## config.mk

```make
export PLATFORM = sky130hd
export DESIGN_NAME = seg7_write_arbiter
export DESIGN_NICKNAME = d
export VERILOG_FILES = /design/src/rtl/seg7_write_arbiter.sv
export SDC_FILE = /design/constraint.sdc
export NUM_CORES = 1
export LEC_CHECK = 0
export ABC_AREA = 1
export BUFFER_PORTS_ARGS = -buffer_cell sky130_fd_sc_hd__buf_2
export CAP_MARGIN = 15
export CORE_AREA = 2 2 92 94
export DETAILED_ROUTE_END_ITERATION = 8
export DIE_AREA = 0 0 94 96
export GPL_ROUTABILITY_DRIVEN = 0
export GPL_TIMING_DRIVEN = 0
export PLACE_DENSITY = 0.8
export RECOVER_POWER = 50
export SYNTH_ARGS = -nofsm -noshare
export SYNTH_HDL_FRONTEND = slang
export SYNTH_SLANG_ARGS = --single-unit
```

## constraint.sdc

```tcl
create_clock -name clk -period 3.85 [get_ports clk]
set_input_delay 0 -clock clk [delete_from_list [all_inputs] [get_ports clk]]
set_output_delay 0 -clock clk [all_outputs]
set_load 0.02 [all_outputs]
```

## src/rtl/seg7_write_arbiter.sv

```systemverilog
// seg7_write_arbiter: shares the single write port of the 7-segment display
// driver between NREQ bus masters. Round-robin arbitration with a req/ack
// handshake, and registered single-cycle write strobes toward the display.
// Writes whose address falls outside [BASE, BASE+2) are acknowledged and
// discarded.
//
// Optional feature, enabled by defining SEG7_ARB_LOCK_EN: an ownership lock
// that keeps one master on the display for LOCK_CYCS cycles after it wins a
// grant while the lock is free. Without the macro, every grant is pure
// round-robin and LOCK_CYCS only goes through the parameter legality check.
module seg7_write_arbiter #(
  parameter int NREQ      = 2,
  parameter int BASE      = 16,
  parameter int LOCK_CYCS = 1024
) (
  input  logic              clk,
  input  logic              reset_n,
  input  logic [NREQ-1:0]   req,
  input  logic [32*NREQ-1:0] req_addr,
  input  logic [32*NREQ-1:0] req_data,
  output logic [NREQ-1:0]   ack,
  output logic              seg_enable,
  output logic              seg_rw,
  output logic [31:0]       seg_addr,
  output logic [31:0]       seg_data,
  output logic [1:0]        owner
);

  // Reject illegal parameter values when the design is elaborated.
  if (NREQ < 2 || NREQ > 4) begin : g_bad_nreq
    $error("seg7_write_arbiter: NREQ must be 2..4");
  end
  if (LOCK_CYCS < 1) begin : g_bad_lock
    $error("seg7_write_arbiter: LOCK_CYCS must be >= 1");
  end

  typedef enum logic [1:0] {
    S_IDLE  = 2'd0,
    S_GRANT = 2'd1,
    S_GAP   = 2'd2
  } state_t;

  state_t       state;

  // Request vectors padded to the four-master maximum, so that a 2-bit
  // master index can select from them at any legal NREQ.
  logic [3:0]   req4;
  logic [127:0] addr4;
  logic [127:0] data4;

  logic [3:0]   elig;
  logic [1:0]   cand;
  logic         found;
  logic [1:0]   win_idx;
  logic [31:0]  win_addr;
  logic [31:0]  win_data;
  logic         win_in_window;

  assign req4  = 4'(req);
  assign addr4 = 128'(req_addr);
  assign data4 = 128'(req_data);

`ifdef SEG7_ARB_LOCK_EN
  localparam int CW = (LOCK_CYCS > 1) ? $clog2(LOCK_CYCS) : 1;

  logic [CW-1:0] lock_cnt;
  logic [1:0]    lock_owner;

  // While the lock window is open, only the lock owner may compete.
  always_comb begin
    elig = req4;
    if (lock_cnt != '0) elig = req4 & (4'b0001 << lock_owner);
  end

  // Lock window: armed by a grant while free, then counts down to zero.
  // The owner's own grants inside the window do not re-arm it, which bounds
  // how long the other masters can be held off.
  always_ff @(posedge clk or negedge reset_n) begin
    if (!reset_n) begin
      lock_cnt   <= '0;
      lock_owner <= '0;
    end else if (state == S_IDLE && found && lock_cnt == '0) begin
      lock_cnt   <= CW'(LOCK_CYCS - 1);
      lock_owner <= win_idx;
    end else if (lock_cnt != '0) begin
      lock_cnt <= lock_cnt - CW'(1);
    end
  end
`else
  // Without the lock, every requester is always eligible.
  always_comb begin
    elig = req4;
  end
`endif

  // Round-robin pick: first eligible master scanning upward from owner+1,
  // wrapping, so the previous winner is considered last. owner therefore
  // doubles as the round-robin pointer.
  always_comb begin
    // NOTE: every variable assigned in always_comb gets a default first so
    // that no path leaves it holding a value, which would infer a latch.
    found   = 1'b0;
    win_idx = '0;
    cand    = '0;
    for (int k = 1; k <= NREQ; k++) begin
      cand = 2'((int'(owner) + k) % NREQ);
      if (!found && elig[cand]) begin
        found   = 1'b1;
        win_idx = cand;
      end
    end
    win_addr      = addr4[{win_idx, 5'b0} +: 32];
    win_data      = data4[{win_idx, 5'b0} +: 32];
    win_in_window = (win_addr >= 32'(BASE)) && (win_addr < 32'(BASE + 2));
  end

  // Arbiter FSM with registered outputs: IDLE picks a winner and loads the
  // strobe/ack for the following GRANT cycle; GAP ignores req so the acked
  // master has a cycle to drop or replace its request.
  always_ff @(posedge clk or negedge reset_n) begin
    if (!reset_n) begin
      state      <= S_IDLE;
      ack        <= '0;
      seg_enable <= 1'b0;
      seg_rw     <= 1'b0;
      seg_addr   <= '0;
      seg_data   <= '0;
      owner      <= '0;
    end else begin
      // NOTE: sequential state uses non-blocking assignments so every
      // register samples pre-edge values regardless of statement order.
      case (state)
        S_IDLE: begin
          if (found) begin
            seg_addr   <= win_addr;
            seg_data   <= win_data;
            owner      <= win_idx;
            ack        <= NREQ'(1) << win_idx;
            seg_enable <= win_in_window;
            seg_rw     <= win_in_window;
            state      <= S_GRANT;
          end
        end
        S_GRANT: begin
          ack        <= '0;
          seg_enable <= 1'b0;
          seg_rw     <= 1'b0;
          state      <= S_GAP;
        end
        S_GAP: begin
          state <= S_IDLE;
        end
        default: begin
          ack        <= '0;
          seg_enable <= 1'b0;
          seg_rw     <= 1'b0;
          state      <= S_IDLE;
        end
      endcase
    end
  end

endmodule

```

==> results of run 1 <==
[layout make-up]
class | instances | area [um2]
Buffer | 29 | 180
Clock buffer | 10 | 128
Clock inverter | 6 | 70.1
Fill cell | 604 | 2220
Inverter | 19 | 71.3
Multi-Input combinational cell | 322 | 1490
Sequential cell | 70 | 1750
Tap cell | 105 | 131
Timing Repair Buffer | 309 | 2010
[through the flow]
step	hold WS, ps	setup slack [ps]	area (um2)	util	total power, mW
floorplan	-296	2370	3490	-	2.65
global placement	207	2190	4630	0.575	3.34
detailed placement	179	2170	4630	0.575	3.41
CTS	14.4	1650	5920	0.735	4.60
global route	22.0	1440	5830	0.724	4.93
finish	18.9	1530	5830	0.724	4.63
[synthesized netlist by cell type, types with 2 or more instances]
| library cell | instances |
|---|---|
| nand2_2 | 2 |
| buf_2 | 9 |
| o21ai_0 | 13 |
| inv_1 | 16 |
| a22oi_2 | 6 |
| a31oi_1 | 21 |
| inv_2 | 3 |
| dfrtp_1 | 70 |
| nor2_1 | 41 |
| nand3b_1 | 7 |
| clkbuf_1 | 9 |
| nand2_1 | 150 |
| a22oi_1 | 3 |
| nand3_1 | 73 |
| buf_6 | 5 |
| buf_4 | 6 |
[worst paths after layout]
kind                              start            to  slack (ps)  depth (start not counted)
min reg2reg                seg_addr[29]  seg_addr[29]         500                          2
min                              req[0]  seg_addr[13]          20                          4
max reg2reg                    owner[0]   seg_data[4]        1530                          8
max                            owner[0]   seg_data[4]        1530                          8
max in group asynchronous       reset_n  seg_addr[22]        2160                          2
min in group asynchronous       reset_n  seg_data[19]         620                          2
[power groups by stage]
stage	clock, mW	combinational [mW]	sequential, mW
after floorplan	0	0.903	1.75
after global placement	0	2.03	1.31
after detailed placement	0	2.08	1.33
after CTS	0.605	2.68	1.32
after global routing	0.651	2.89	1.38
final	0.599	2.68	1.35
[layout by cell type (no fill, tap or decap), drive strengths merged]
cell / count
bufinv: 1
nand3: 74
dfrtp: 70
a21oi: 1
inv: 21
clkbuf: 88
nand2: 153
and2: 1
conb: 1
a31oi: 21
a22oi: 9
nand3b: 7
o21ai: 13
clkinvlp: 3
buf: 151
dlygate4sd3: 109
nor2: 42
[flip-flops by register name, summed over array words and instances, names as in the netlist]
| register | flops |
|---|---|
| seg_data | 32 |
| seg_rw | 1 |
| owner | 1 |
| ack | 2 |
| state | 2 |
| seg_addr | 32 |
[kinds of logic (layout without fill, tap and decap cells)]
| family | count (synthesis) | in the layout | synth area share |
|---|---|---|---|
| and+or+nand+nor | 277 | 277 | 0.340 |
| AOI/OAI and AO/OA | 44 | 44 | 0.0856 |
| buffers and inverters | 48 | 373 | 0.0720 |
| DFF | 70 | 70 | 0.501 |
| other | 1 | 1 | 0.00107 |
[timing repair]
| item | in CTS | in global routing |
|---|---|---|
| endpoints found under the setup margin | 0 | 0 |
| endpoints found under the hold margin | 124 | 0 |
| hold buffers | 109 | 0 |
[per-layer routing]
metal  up-vias  GRT usage  part of all wire
met1      2157      0.358              0.38
met4         0      0.107             0.021
li1       2083          -                 -
met5         -          0                 0
met2       321      0.548              0.50
met3        39      0.102              0.10
[tightest hold or removal path: stages]
cell	delay (ps)
buf_2	100
nand2_1	70
nand3_2	80
a21oi_1	60
==> flow_metrics.tcl, run 1 <==
set metrics [dict create \
    ioPinCount 202 \
    fin_crit_sh 0.602 \
    yosysSeqAreaShare 0.501 \
    ys_dominant_reg_cell "dfrtp_1" \
    viasPerCell 5.29 \
    tns_ps 0 \
    grt_pass1_wl_um 21700 \
    yosysTopAreaCell "dfrtp_1" \
    clk_pin_slew_ps 80 \
    grt-ovfl-total 0 \
    worstPathRequired_ps 4130 \
    ys.warnings.count 0 \
    areaGrowthSynthToFinish_pct 66.8 \
    yosys_register_bits 70 \
    synth_area_leaders "dfrtp_1 50%, nand2_1 16%, nand3_1 10%" \
    antenna_cells 0 \
    netlist_area_um2 3490 \
    grt_max_degree 71 \
    status "finished with violations" \
    fmax_ghz 0.431 \
    via_count 4600 \
    synth_cells 440 \
    violations "max-capacitance violations, max-slew violations" \
    drc 0 \
    stdcell_count 870 \
    grt_usage 0.311 \
    slew_headroom -0.154 \
    max_slew.worst_pin.slew_ps 1730 \
    dp_cells 745 \
    worst-setup-path-type "reg2reg" \
    cts.repair.resized 0 \
    row_count 33 \
    start_util 0.434 \
    max_stage_delay_ps 550 \
    cp-end-kind "flop" \
    path_common_cell "nand3_1" \
    htreeDepth 3 \
    switching_share 0.451 \
    p_int_mw 2.54 \
    cts_tree "yes" \
    maxSlewViolCount 71 \
    root_buffer "clkbuf_8" \
    combPwrFrac 0.579 \
    hp-class "in2reg" \
    crit_buf_inv 4 \
    cp_cell_sequence "nand2_2 > nand2_4 > inv_2 > buf_6 > clkbuf_1 > nand3_1 > nand3_1 > dlygate4sd3_1" \
    critPathMaxFanout 10 \
    power_leakage_nw 2.92 \
    cts_buffers 9 \
    rsz0062_at_grt "false" \
    p_sw_mw 2.09 \
    p_per_area_nw_per_um2 794 \
    startpoint_type "flop" \
    synth_cell_types 22 \
    die_area_um2 9020 \
    critPathArrivalTime_ps 2590 \
    core-area_um2 8050 \
    cap_violations 1 \
    async_flop_share 1.00 \
    dpl.hpwl_um 8460 \
    drt_pass1_iterations 5 \
    critPathSlowestCell "dlygate4sd3_1" \
    avgSynthCellArea_um2 7.94 \
    final-hold-violation-count 0 \
    period_needed_ps 2320 \
    grt_pass1_vias 4605 \
    routed_wl_um 14000 \
    drtIter0Drc 244 \
    setup_viol 0 \
    drive_gt1_frac 0.238 \
    clk-insertion-delay-late_ps 340 \
    cts_setup_buffers 0 \
    vdd_drop_max_uv 387 \
    p_seq_frac 0.291 \
    cpLargestDelayFamily "buffers and inverters" \
    synth_top_area_frac 0.501 \
    p_clk_frac 0.129 \
    synth_edf_count 0 \
    ant_nets 0 \
    wl_per_cell_um 16.1 \
    antenna_found_initial 0 \
    finalClockSkew_ps 9.79 \
    clkSinkCount 70 \
    nets 892 \
    dieHeight_um 96 \
    syn_nets 572 \
    clock_path_buffers 2 \
    die_w_um 94 \
    io_buffer_count 200 \
]
(Power assumes the default switching activity.)
==> run 2, diff against run 1 <==
- CORE_AREA: 2 2 92 94 -> 2 2 97 99
- DIE_AREA: 0 0 94 96 -> 0 0 99 101
- PLACE_DENSITY: 0.8 -> 0.76
- clock period: 3.85 -> 1.93 ns (I/O delays scaled with it)
==> run 2 against run 1 <==
Against the previous run: the flow now finishes without violations; die area is 11% higher; design area is 0.97% higher; register-to-register slack worse by 1300 ps; combinational power is 57% higher; clock skew is 0.71 ps lower; via count is 1.0% lower; critical path depth is 1 lower; wire length is 3.4% higher; critical path type unchanged; critical endpoint is now seg_data[6].
==> flow_metrics.tcl, run 2 (synthesized netlist as in run 1, its figures left out) <==
set metrics [dict create \
    timing.rr.end "seg_data[6]" \
    cts_setup_buffers 0 \
    r2r_cells 7 \
    viasPerCell 5.19 \
    largestRegisters "seg_addr x32, seg_data x32" \
    p_per_area_nw_per_um2 1410 \
    nets 893 \
    clock_path_buffers 2 \
    p_int_mw 4.40 \
    cp-end-kind "flop" \
    p_sw_mw 3.87 \
    layout_common_cells "150 x nand2_1, 140 x buf_2, 110 x dlygate4sd3_1" \
    htreeDepth 3 \
    met3_length_um 1430 \
    drive_gt1_frac 0.238 \
    core-area_um2 8980 \
    root_buffer "clkbuf_8" \
    holdCritStartpoint "req_addr[40]" \
    power_leakage_nw 2.95 \
    dpl_worst_slack_ps 263 \
    period_needed_ps 1750 \
    clk-insertion-delay-late_ps 340 \
    drc 0 \
    grt_pass1_vias 4552 \
    clk_pin_slew_ps 70 \
    max_slew.worst_pin.slew_ps 984 \
    areaGrowthSynthToFinish_pct 68.5 \
    antenna_found_initial 0 \
    die_w_um 99 \
    ioPinCount 202 \
    tns_ps 0 \
    final-hold-violation-count 0 \
    ff_latch_area_um2 1750 \
    drt_pass1_iterations 5 \
    holdPathStages 3 \
    wl_per_cell_um 16.6 \
    fin_crit_sh 0.904 \
    cap_violations 0 \
    ant_nets 0 \
    highest_layer "met4" \
    die_area_um2 10000 \
    maxSlewViolCount 0 \
    vdd_drop_max_uv 827 \
    r2r-start "owner[0]" \
    via_count 4552 \
    dieHeight_um 101 \
    cts_tree "yes" \
    rsz0062_at_grt "false" \
    hp-class "in2reg" \
    row_count 35 \
    power.total_mw 8.28 \
    critPathMaxFanout 10 \
    clkSinkCount 70 \
    worstPathRequired_ps 2180 \
    m1WireLength_um 5490 \
    dpl.hpwl_um 8750 \
    combPwrFrac 0.510 \
    cts_buffers 9 \
    routed_wl_um 14500 \
    p_seq_frac 0.324 \
    switching_share 0.468 \
    critPathArrivalTime_ps 2000 \
    multi_input_area_um2 1490 \
    antenna_cells 0 \
    p_clk_frac 0.166 \
    drtIter0Drc 238 \
    whs_endpoint "seg_addr[8]" \
    setup_viol 0 \
    grt_max_degree 71 \
    startpoint_type "flop" \
    finalClockSkew_ps 9.08 \
    fin_ws_ps 185 \
    grt_pass1_wl_um 22600 \
    start_util 0.389 \
    whs_ps 37.0 \
    grt-ovfl-total 0 \
    slew_headroom 0.344 \
    fmax_ghz 0.573 \
    worst-setup-path-type "reg2reg" \
    status "finished, final reports clean" \
    fill_cells 716 \
    final_common_cell "nand2_1" \
    io_buffer_count 200 \
    route.met2.wl_um 7110 \
    worst-r2r-setup-slack_ps 180 \
    grt_usage 0.287 \
]
run 2: changes by cell type in the layout (fill, tap and decap cells not counted):
cell | before | now
clkinv_2 | 0 | 1
dlygate4sd3_1 | 109 | 110
clkbuf_8 | 9 | 12
bufinv_16 | 1 | 2
inv_6 | 2 | 0
clkbuf_2 | 1 | 0
clkbuf_4 | 0 | 1
clkinvlp_4 | 3 | 0
run 2: stage by stage:
step,area [um2],utilization,instances
after floorplan,3490,-,440
after CTS,5970,0.665,877
after detailed placement,4640,0.517,751
final,5890,0.656,877
after global routing,5890,0.656,877
after global placement,4630,0.516,751
run 2: power groups by stage:
| stage | Sequential [mW] | Clock (mW) | Combinational, mW |
|---|---|---|---|
| 2_1_floorplan | 3.48 | 0 | 1.80 |
| 5_1_grt | 2.75 | 1.46 | 4.59 |
| 3_5_place_dp | 2.64 | 0 | 4.16 |
| 3_3_place_gp | 2.61 | 0 | 4.04 |
| 6_report | 2.68 | 1.38 | 4.22 |
| 4_1_cts | 2.62 | 1.39 | 4.32 |
run 2: worst max-delay path by stage:
stage                               to     start  cells after the start  slack [ps]
final                      seg_data[6]  owner[0]                      7         180
after global placement          seg_rw  owner[0]                      9         310
after CTS                  seg_data[6]  owner[0]                      7         230
after detailed placement   seg_data[6]  owner[0]                      7         260
after global routing      seg_data[11]  owner[0]                      7          60
after floorplan           seg_data[10]  owner[0]                      9         450
run 2: timing repair:
action,4_1_cts,5_1_grt
endpoints found under the hold margin,125,0
hold buffers,110,0
resized for setup,0,0
run 2: routing by layer:
layer	vias up	track usage
met5	-	0
met4	0	0.118
met3	48	0.0756
met2	318	0.506
met1	2099	0.330
li1	2087	-
run 2: area by class of cell:
type	count	share of cell area
inverters	19	0.0121
clock inverters	3	0.0111
multi-input cells	322	0.253
clock buffers	13	0.0287
well taps	111	0.0236
plain buffers	29	0.0306
flip-flops and latches	70	0.298
repair buffers	310	0.343
run 2: critical path, stage by stage (launching register included):
cell and delay [ps]:
dfrtp_1 430, nand2_2 130, nand2_4 100, inv_2 150
buf_6 170, clkbuf_1 370, nand3_1 140, nand3_1 160
